$ cat config.mk
export PLATFORM = sky130hd
export DESIGN_NAME = enokida_mem_arbiter
export DESIGN_NICKNAME = d
export VERILOG_FILES = /design/src/rtl/enokida_mem_arbiter.sv
export SDC_FILE = /design/constraint.sdc
export NUM_CORES = 1
export LEC_CHECK = 0
export BUFFER_PORTS_ARGS = -buffer_cell sky130_fd_sc_hd__buf_2
export CORE_ASPECT_RATIO = 0.8
export CORE_MARGIN = 10
export CORE_UTILIZATION = 44
export DETAILED_ROUTE_END_ITERATION = 7
export PLACE_DENSITY = 0.87
export SLEW_MARGIN = 20
export SYNTH_ARGS = -nofsm -noshare
export SYNTH_HDL_FRONTEND = slang
export SYNTH_SLANG_ARGS = --single-unit
$ cat constraint.sdc
create_clock -name clk -period 3.7 [get_ports clk]
set_input_delay 0.37 -clock clk [delete_from_list [all_inputs] [get_ports clk]]
set_output_delay 0.37 -clock clk [all_outputs]
set_load 0.05 [all_outputs]
$ cat src/rtl/enokida_mem_arbiter.sv
// Processor/trace arbiter onto a single-outstanding memory port (IDLE -> ADDR -> DATA).
// Define ENOKIDA_ARB_STARVE_GUARD_EN to let a starved trace requester win after STARVE_LIMIT contested losses.
module enokida_mem_arbiter #(
    parameter int ADDR_WIDTH   = 16,
    parameter int DATA_WIDTH   = 32,
    parameter int STARVE_LIMIT = 8
) (
    input  logic                    clk,
    input  logic                    rst,
    input  logic                    p_req_i,
    input  logic [ADDR_WIDTH-1:0]   p_addr_i,
    input  logic                    p_we_i,
    input  logic [DATA_WIDTH/8-1:0] p_be_i,
    input  logic [DATA_WIDTH-1:0]   p_wdata_i,
    output logic                    p_gnt_o,
    output logic                    p_rvalid_o,
    output logic [DATA_WIDTH-1:0]   p_rdata_o,
    input  logic                    t_req_i,
    input  logic [ADDR_WIDTH-1:0]   t_addr_i,
    input  logic                    t_we_i,
    input  logic [DATA_WIDTH-1:0]   t_wdata_i,
    output logic                    t_gnt_o,
    output logic                    t_rvalid_o,
    output logic [DATA_WIDTH-1:0]   t_rdata_o,
    output logic                    m_req_o,
    output logic [ADDR_WIDTH-1:0]   m_addr_o,
    output logic                    m_we_o,
    output logic [DATA_WIDTH/8-1:0] m_be_o,
    output logic [DATA_WIDTH-1:0]   m_wdata_o,
    input  logic                    m_gnt_i,
    input  logic                    m_rvalid_i,
    input  logic [DATA_WIDTH-1:0]   m_rdata_i,
    output logic                    busy_o
);
    localparam int BE_WIDTH = DATA_WIDTH / 8;

    typedef enum logic [1:0] {IDLE, ADDR, DATA} state_t;

    state_t                r_state;
    logic                  r_owner_t;
    logic [ADDR_WIDTH-1:0] r_addr;
    logic                  r_we;
    logic [BE_WIDTH-1:0]   r_be;
    logic [DATA_WIDTH-1:0] r_wdata;

    logic w_any_req;
    logic w_trace_wins;
    logic w_in_addr;
    logic w_hs;
    logic w_resp;

    assign w_any_req = p_req_i | t_req_i;

`ifdef ENOKIDA_ARB_STARVE_GUARD_EN
    localparam int AGE_WIDTH = (STARVE_LIMIT < 1) ? 1 : $clog2(STARVE_LIMIT + 1);
    localparam logic [AGE_WIDTH-1:0] AGE_MAX = AGE_WIDTH'(STARVE_LIMIT);

    logic [AGE_WIDTH-1:0] r_age;
    logic                 w_starved;

    assign w_starved    = (r_age == AGE_MAX);
    assign w_trace_wins = t_req_i & (~p_req_i | w_starved);

    // Age counts contested IDLE arbitrations the trace side lost; saturates at the limit.
    always_ff @(posedge clk or posedge rst) begin
        if (rst) begin
            r_age <= '0;
        end else if (r_state == IDLE && t_req_i) begin
            if (w_trace_wins) begin
                r_age <= '0;
            end else if (!w_starved) begin
                r_age <= r_age + AGE_WIDTH'(1);
            end
        end
    end
`else
    assign w_trace_wins = t_req_i & ~p_req_i;
`endif

    always_ff @(posedge clk or posedge rst) begin
        if (rst) begin
            r_state   <= IDLE;
            r_owner_t <= 1'b0;
            r_addr    <= '0;
            r_we      <= 1'b0;
            r_be      <= '0;
            r_wdata   <= '0;
        end else begin
            case (r_state)
                IDLE: begin
                    if (w_any_req) begin
                        r_state   <= ADDR;
                        r_owner_t <= w_trace_wins;
                        if (w_trace_wins) begin
                            r_addr  <= t_addr_i;
                            r_we    <= t_we_i;
                            r_be    <= '1;
                            r_wdata <= t_wdata_i;
                        end else begin
                            r_addr  <= p_addr_i;
                            r_we    <= p_we_i;
                            r_be    <= p_be_i;
                            r_wdata <= p_wdata_i;
                        end
                    end
                end
                ADDR: begin
                    if (m_gnt_i) begin
                        r_state <= DATA;
                    end
                end
                DATA: begin
                    if (m_rvalid_i) begin
                        r_state <= IDLE;
                    end
                end
                default: begin
                    r_state <= IDLE;
                end
            endcase
        end
    end

    // Grant and response are same-cycle pass-throughs, qualified by the registered owner.
    assign w_in_addr  = (r_state == ADDR);
    assign w_hs       = w_in_addr & m_gnt_i;
    assign w_resp     = (r_state == DATA) & m_rvalid_i;

    assign m_req_o    = w_in_addr;
    assign m_addr_o   = w_in_addr ? r_addr  : '0;
    assign m_we_o     = w_in_addr & r_we;
    assign m_be_o     = w_in_addr ? r_be    : '0;
    assign m_wdata_o  = w_in_addr ? r_wdata : '0;
    assign busy_o     = (r_state != IDLE);

    assign p_gnt_o    = w_hs & ~r_owner_t;
    assign t_gnt_o    = w_hs & r_owner_t;
    assign p_rvalid_o = w_resp & ~r_owner_t;
    assign t_rvalid_o = w_resp & r_owner_t;
    assign p_rdata_o  = p_rvalid_o ? m_rdata_i : '0;
    assign t_rdata_o  = t_rvalid_o ? m_rdata_i : '0;

endmodule

* Yosys cells after proc, flatten, opt, wreduce, memory -nomap -nowiden
Cells that the tools add are included.
** Word-level totals
- Word-level logic and storage cells :: 39
- Register bits :: 56
- Memories kept :: 0
- Bits of input ports :: 140
- Latch bits :: 0
- RAM bits :: 0
- Output and inout port bits :: 123
- Memory bits (read-only) :: 0
** Cells by class
- Mux-type cells :: 13
- Multiply operators :: 0
- Equal/unequal tests :: 5
- Divide/modulo/power cells :: 0
- Bitwise operators :: 11
- $add $sub $neg :: 0
- Reductions and logical operators :: 4
- Shift operators :: 0
- Order comparisons :: 0
** Operator list (count)
- two-way mux 32 bit :: 4
- two-way mux 16 bit :: 2
- AND 1 bit :: 8
- two-way mux 4 bit :: 2
- two-way mux 2 bit :: 3
- inequality test 2 bit, second input constant :: 3
- one-hot mux 2 bit (3 select lines) :: 1
- AND reduction 3 bit :: 1
- == test 2 x 1 -> 1 bit, second input constant :: 1
- == test 2 bit, second input constant :: 1
- zero test 2 bit :: 1
- inverter 1 bit :: 2
- AND reduction 2 bit :: 1
- nonzero test 2 bit :: 1
- two-way mux 1 bit :: 1
- OR 1 bit :: 1

* Depth between registers and ports, before layout
- Depth after elaboration :: 4
- Mapped depth :: 5
- Depth with buffers taken out :: 3

* Worst setup path after synthesis
No wires, ideal clock.
- Path kind :: register to output
- Start point :: reg r_state[1]
- End point :: out p_gnt_o
- Buffers on the path :: 1
- Required time :: 3.330 ns
- Cell stages (with the launch flop) :: 5
- Slack :: 1.387 ns
- Arrival time :: 1.943 ns
- Path through :: dfrtp_1 nor2b_1 clkbuf_1 nand2_1 nor2_1
** On the way
- Cells in the longest elaborated chain, start to end :: 3
** RTL lines
- start: declaration :: line 39 : state_t r_state;
- start signal: assignment :: line 82 : r_state <= IDLE;
- start signal: assignment :: line 92 : r_state <= ADDR;
- start signal: assignment :: line 109 : r_state <= DATA;
- == test 2 x 1 -> 1 bit :: line 125 : assign w_in_addr = (r_state == ADDR);
- via m_req_o :: line 25 : output logic m_req_o,
- AND 1 bit :: line 126 : assign w_hs = w_in_addr & m_gnt_i;
- AND 1 bit :: line 136 : assign p_gnt_o = w_hs & ~r_owner_t;
- end: declaration :: line 15 : output logic p_gnt_o,
The timed path passes the listed nets, and every way through them passes these cells.

* Worst setup path in the final report
- Start point :: reg r_state[1]
- End point :: out m_wdata_o[10]
** On the way
- Cells in the longest elaborated chain, start to end :: 2
** RTL lines
- == test 2 x 1 -> 1 bit :: line 125
- two-way mux 32 bit :: line 133 : assign m_wdata_o = w_in_addr ? r_wdata : '0;
- end: declaration :: line 29 : output logic [DATA_WIDTH-1:0] m_wdata_o,
Every way passes these cells.

==> qor.txt <==
GLOBAL ROUTING
--------------------------------------------------------------------------------
Maximum number of pins on one net before global-route repair                  52
Number of global-route vias before repair                                   3545
Number of antenna violations at the first check in global routing              0
Overall overflow remaining after global route                                  0
Global routing's busiest layer                                              met2
Wire length of the first global-routing pass                             18.8 mm
Met3 track utilization from global routing                                 9.20%
Met1 global-route usage                                                    19.5%
Total GRT Usage                                                            19.3%
Global-route track usage on met2                                           35.8%

FINAL LAYOUT
--------------------------------------------------------------------------------
Total non-filler cell area in the finished layout                    0.00502 mm2
Number of non-filler instances in the completed layout                       675
Nets                                                                         706
Diode count                                                                    0
Proportion of layout cells with a drive suffix above 1                     66.3%
Fillers                                                                      658
Area overhead of the layout relative to synthesis                          41.9%

PLACED DESIGN
--------------------------------------------------------------------------------
Post-detailed-placement half-perimeter wirelength                        10.3 mm
Area after DPL                                                       0.00491 mm2
Total placed cells including tap cells                                       667
I/O Buffers                                                                  262
Final Wtd Congestion                                                       0.846

FLOORPLAN
--------------------------------------------------------------------------------
Width of the chip                                                         120 um
Die outline area                                                      0.0121 mm2
Starting density of the core                                               45.0%
Core footprint                                                       0.00787 mm2
Chip Height                                                               100 um
Number of placement rows                                                      29
Number of primary I/O pins                                                   263

STA
--------------------------------------------------------------------------------
Setup clock skew after layout                                         0.00638 ns
Final number of hold-violating endpoints                                       0
Setup repair after global routing missed its margin                           no
Highest clock frequency the design can meet                              372 MHz
Setup tns final                                                             0 ns
Final hold slack                                                       0.0776 ns
Final critical delay including setup and external delays                 2.69 ns
Share of the clock period used by the worst path after layout              72.6%
Worst-margin pin slew                                                   0.870 ns
Relative slew slack                                                        41.7%
Final number of max-transition violations                                      0
Final number of setup-violating endpoints                                      0

HOLD PATH
--------------------------------------------------------------------------------
Worst min-delay path category                                       input pin to asynchronous set/reset pin

POWER AND IR DROP
--------------------------------------------------------------------------------
Fraction of power consumed by sequential logic                             25.6%
Clock group share of total power                                            9.7%
Cell leakage power                                                       2.75 nW
Switching share of power                                                   52.7%
Net switching power of the design                                        2.22 mW
Peak VDD IR                                                           0.000523 V
Internal power                                                           1.98 mW
Share of power burned in combinational logic                               64.7%
Power density of the placed cells                                     836 mW/mm2

LOGIC SYNTHESIS
--------------------------------------------------------------------------------
Syn. warnings                                                                  0
Cells after synthesis                                                        316
Netlist area before placement                                        0.00354 mm2
Avg Inst Size Synth                                                     11.2 um2
Sequential area share after synthesis                                      39.6%
Number of nets produced by synthesis                                         456
Synth cell types                                                              21
Flip-flop and latch count after synthesis                                     56

FLOW RUN
--------------------------------------------------------------------------------
Max capacitance violation total                                                0

WORST SETUP PATH
--------------------------------------------------------------------------------
Launch point of the critical path                                     r_state[1]
CP endpoint kind                                                    primary output
Worst reg2reg startpoint                                              r_state[1]
CP Launch Type                                                         flip-flop
CP required                                                              3.33 ns
Destination of the worst register-to-register timing path            r_wdata[27]
Crit path kind                                                      flip-flop to primary output
Crit path max fanout                                                          32
Worst r2r path cells                                                           3
Slack of the worst reg-to-reg path                                       1.76 ns
Crit path DAT                                                            2.32 ns

ROUTE
--------------------------------------------------------------------------------
Vias/cell                                                                   4.81
Average wire length per cell after detail routing                        18.5 um
Routed Antenna Nets                                                            0
Post-Route WL                                                            12.5 mm
Number of iterations in the first detailed-routing pass                        4
Detailed-route via count                                                    3244
Residual DRC count                                                             0
Starting DRT DRC Count                                                       165

CLOCKING
--------------------------------------------------------------------------------
Insertion delay to the later sink of the worst-skew pair                 0.31 ns
Setup bufs post-CTS                                                            0
TritonCTS clock tree                                                       built
Deepest clock path buffer count                                                2
Clock H-tree levels                                                            2
Total CTS buffers                                                              5
Clock slew at reported path FFs                                          0.10 ns
Clk Tree Root Cell                                                  sky130_fd_sc_hd__clkbuf_8
CTS hold repair buffers                                                        0
Clock tree sinks                                                              56
Resize count post-CTS                                                          0

OUTCOME
--------------------------------------------------------------------------------
Status                                                              finished, final reports clean

## worst max-delay path, stage by stage (launching register included)
cell and delay [ns]:
sky130_fd_sc_hd__dfrtp_1 0.42, sky130_fd_sc_hd__nor2b_2 0.70, sky130_fd_sc_hd__buf_4 0.41, sky130_fd_sc_hd__and2_1 0.20
sky130_fd_sc_hd__buf_2 0.27
## area by class of cell
cell class / instances / area (um2) / share of cell area (%)
timing repair buffer: 266 / 1340 / 26.7
multi-input combinational: 234 / 2020 / 40.3
clock inverter: 2 / 38.8 / 0.772
inverter: 3 / 11.3 / 0.224
clock buffer: 6 / 72.6 / 1.44
sequential: 56 / 1400 / 27.9
tap: 108 / 135 / 2.69
## cell families (layout without fill, tap and decap cells)
family | Yosys count | after routing | share of synthesized area (%)
AND/OR/NAND/NOR | 127 | 127 | 22.4
multiplexers | 98 | 98 | 32.2
flip-flops | 56 | 56 | 39.6
buffers and inverters | 26 | 277 | 3.92
AO/OA/AOI/OAI | 9 | 9 | 1.84
## power by group through the flow
stage / registers, mW / clock network (mW) / logic (mW)
final: 1.07 / 0.408 / 2.72
after global routing: 1.12 / 0.434 / 2.88
after CTS: 1.07 / 0.414 / 2.75
after detailed placement: 1.09 / 0 / 2.74
after global placement: 1.06 / 0 / 2.70
after floorplan: 1.03 / 0 / 2.17
## layout by cell type (no fill, tap or decap)
master	count
sky130_fd_sc_hd__buf_2	262
sky130_fd_sc_hd__and2_1	117
sky130_fd_sc_hd__mux2_2	88
sky130_fd_sc_hd__dfrtp_1	56
sky130_fd_sc_hd__mux2_4	10
sky130_fd_sc_hd__clkbuf_8	5
sky130_fd_sc_hd__o22a_1	4
sky130_fd_sc_hd__buf_4	4
sky130_fd_sc_hd__nor2_1	2
sky130_fd_sc_hd__inv_1	2
sky130_fd_sc_hd__nand2_1	2
sky130_fd_sc_hd__a21oi_1	2
sky130_fd_sc_hd__nor2b_4	1
sky130_fd_sc_hd__o21a_4	1
sky130_fd_sc_hd__nor2b_2	1
sky130_fd_sc_hd__a21o_1	1
sky130_fd_sc_hd__and4b_1	1
sky130_fd_sc_hd__nand2b_1	1
sky130_fd_sc_hd__nor3b_4	1
sky130_fd_sc_hd__and3_1	1
sky130_fd_sc_hd__inv_2	1
sky130_fd_sc_hd__o21ai_0	1
sky130_fd_sc_hd__clkbuf_1	1
sky130_fd_sc_hd__bufinv_16	1
sky130_fd_sc_hd__inv_6	1
## registers in the layout, indices dropped and copies added, names as in the netlist
name and cells:
r_addr 16, r_wdata 32, r_we 1, r_state 2, r_owner_t 1, r_be 4
## worst max path at each step
stage                               end  slack (ns)
after floorplan                 p_gnt_o        1.39
after global placement    m_wdata_o[11]        1.35
after detailed placement   p_rdata_o[2]        1.28
after CTS                  p_rdata_o[2]        0.93
after global routing        m_addr_o[3]        0.78
final                     m_wdata_o[10]        1.01
## metal layers
| layer | up-vias | routed length [um] |
|---|---|---|
| met5 | - | 0 |
| met4 | 0 | 104 |
| met3 | 9 | 1410 |
| met2 | 155 | 6360 |
| met1 | 1531 | 4590 |
| li1 | 1549 | - |
## per-stage QoR
stage	utilization (%)	power [mW]	worst slack (ns)
after floorplan	-	3.20	1.39
after global placement	62.2	3.76	1.35
after detailed placement	62.3	3.83	1.28
after CTS	63.7	4.24	0.926
after global routing	63.8	4.43	0.783
final	63.8	4.20	1.01
## synth_stat cells (all sizes together)
library cell | instances | share of area (%)
and3 | 1 | 0.18
nand2b | 1 | 0.18
buf | 11 | 2.3
o21a | 1 | 0.21
o22a | 4 | 0.99
nand2 | 2 | 0.21
a21o | 1 | 0.21
clkbuf | 12 | 1.3
nor2 | 2 | 0.21
and4b | 1 | 0.28
dfrtp | 56 | 40
mux2 | 98 | 32
nor2b | 2 | 0.35
nor3b | 1 | 0.35
inv | 3 | 0.32
o21ai | 1 | 0.14
and2 | 117 | 21
a21oi | 2 | 0.28
No activity file was read; power rests on OpenSTA's default activity.
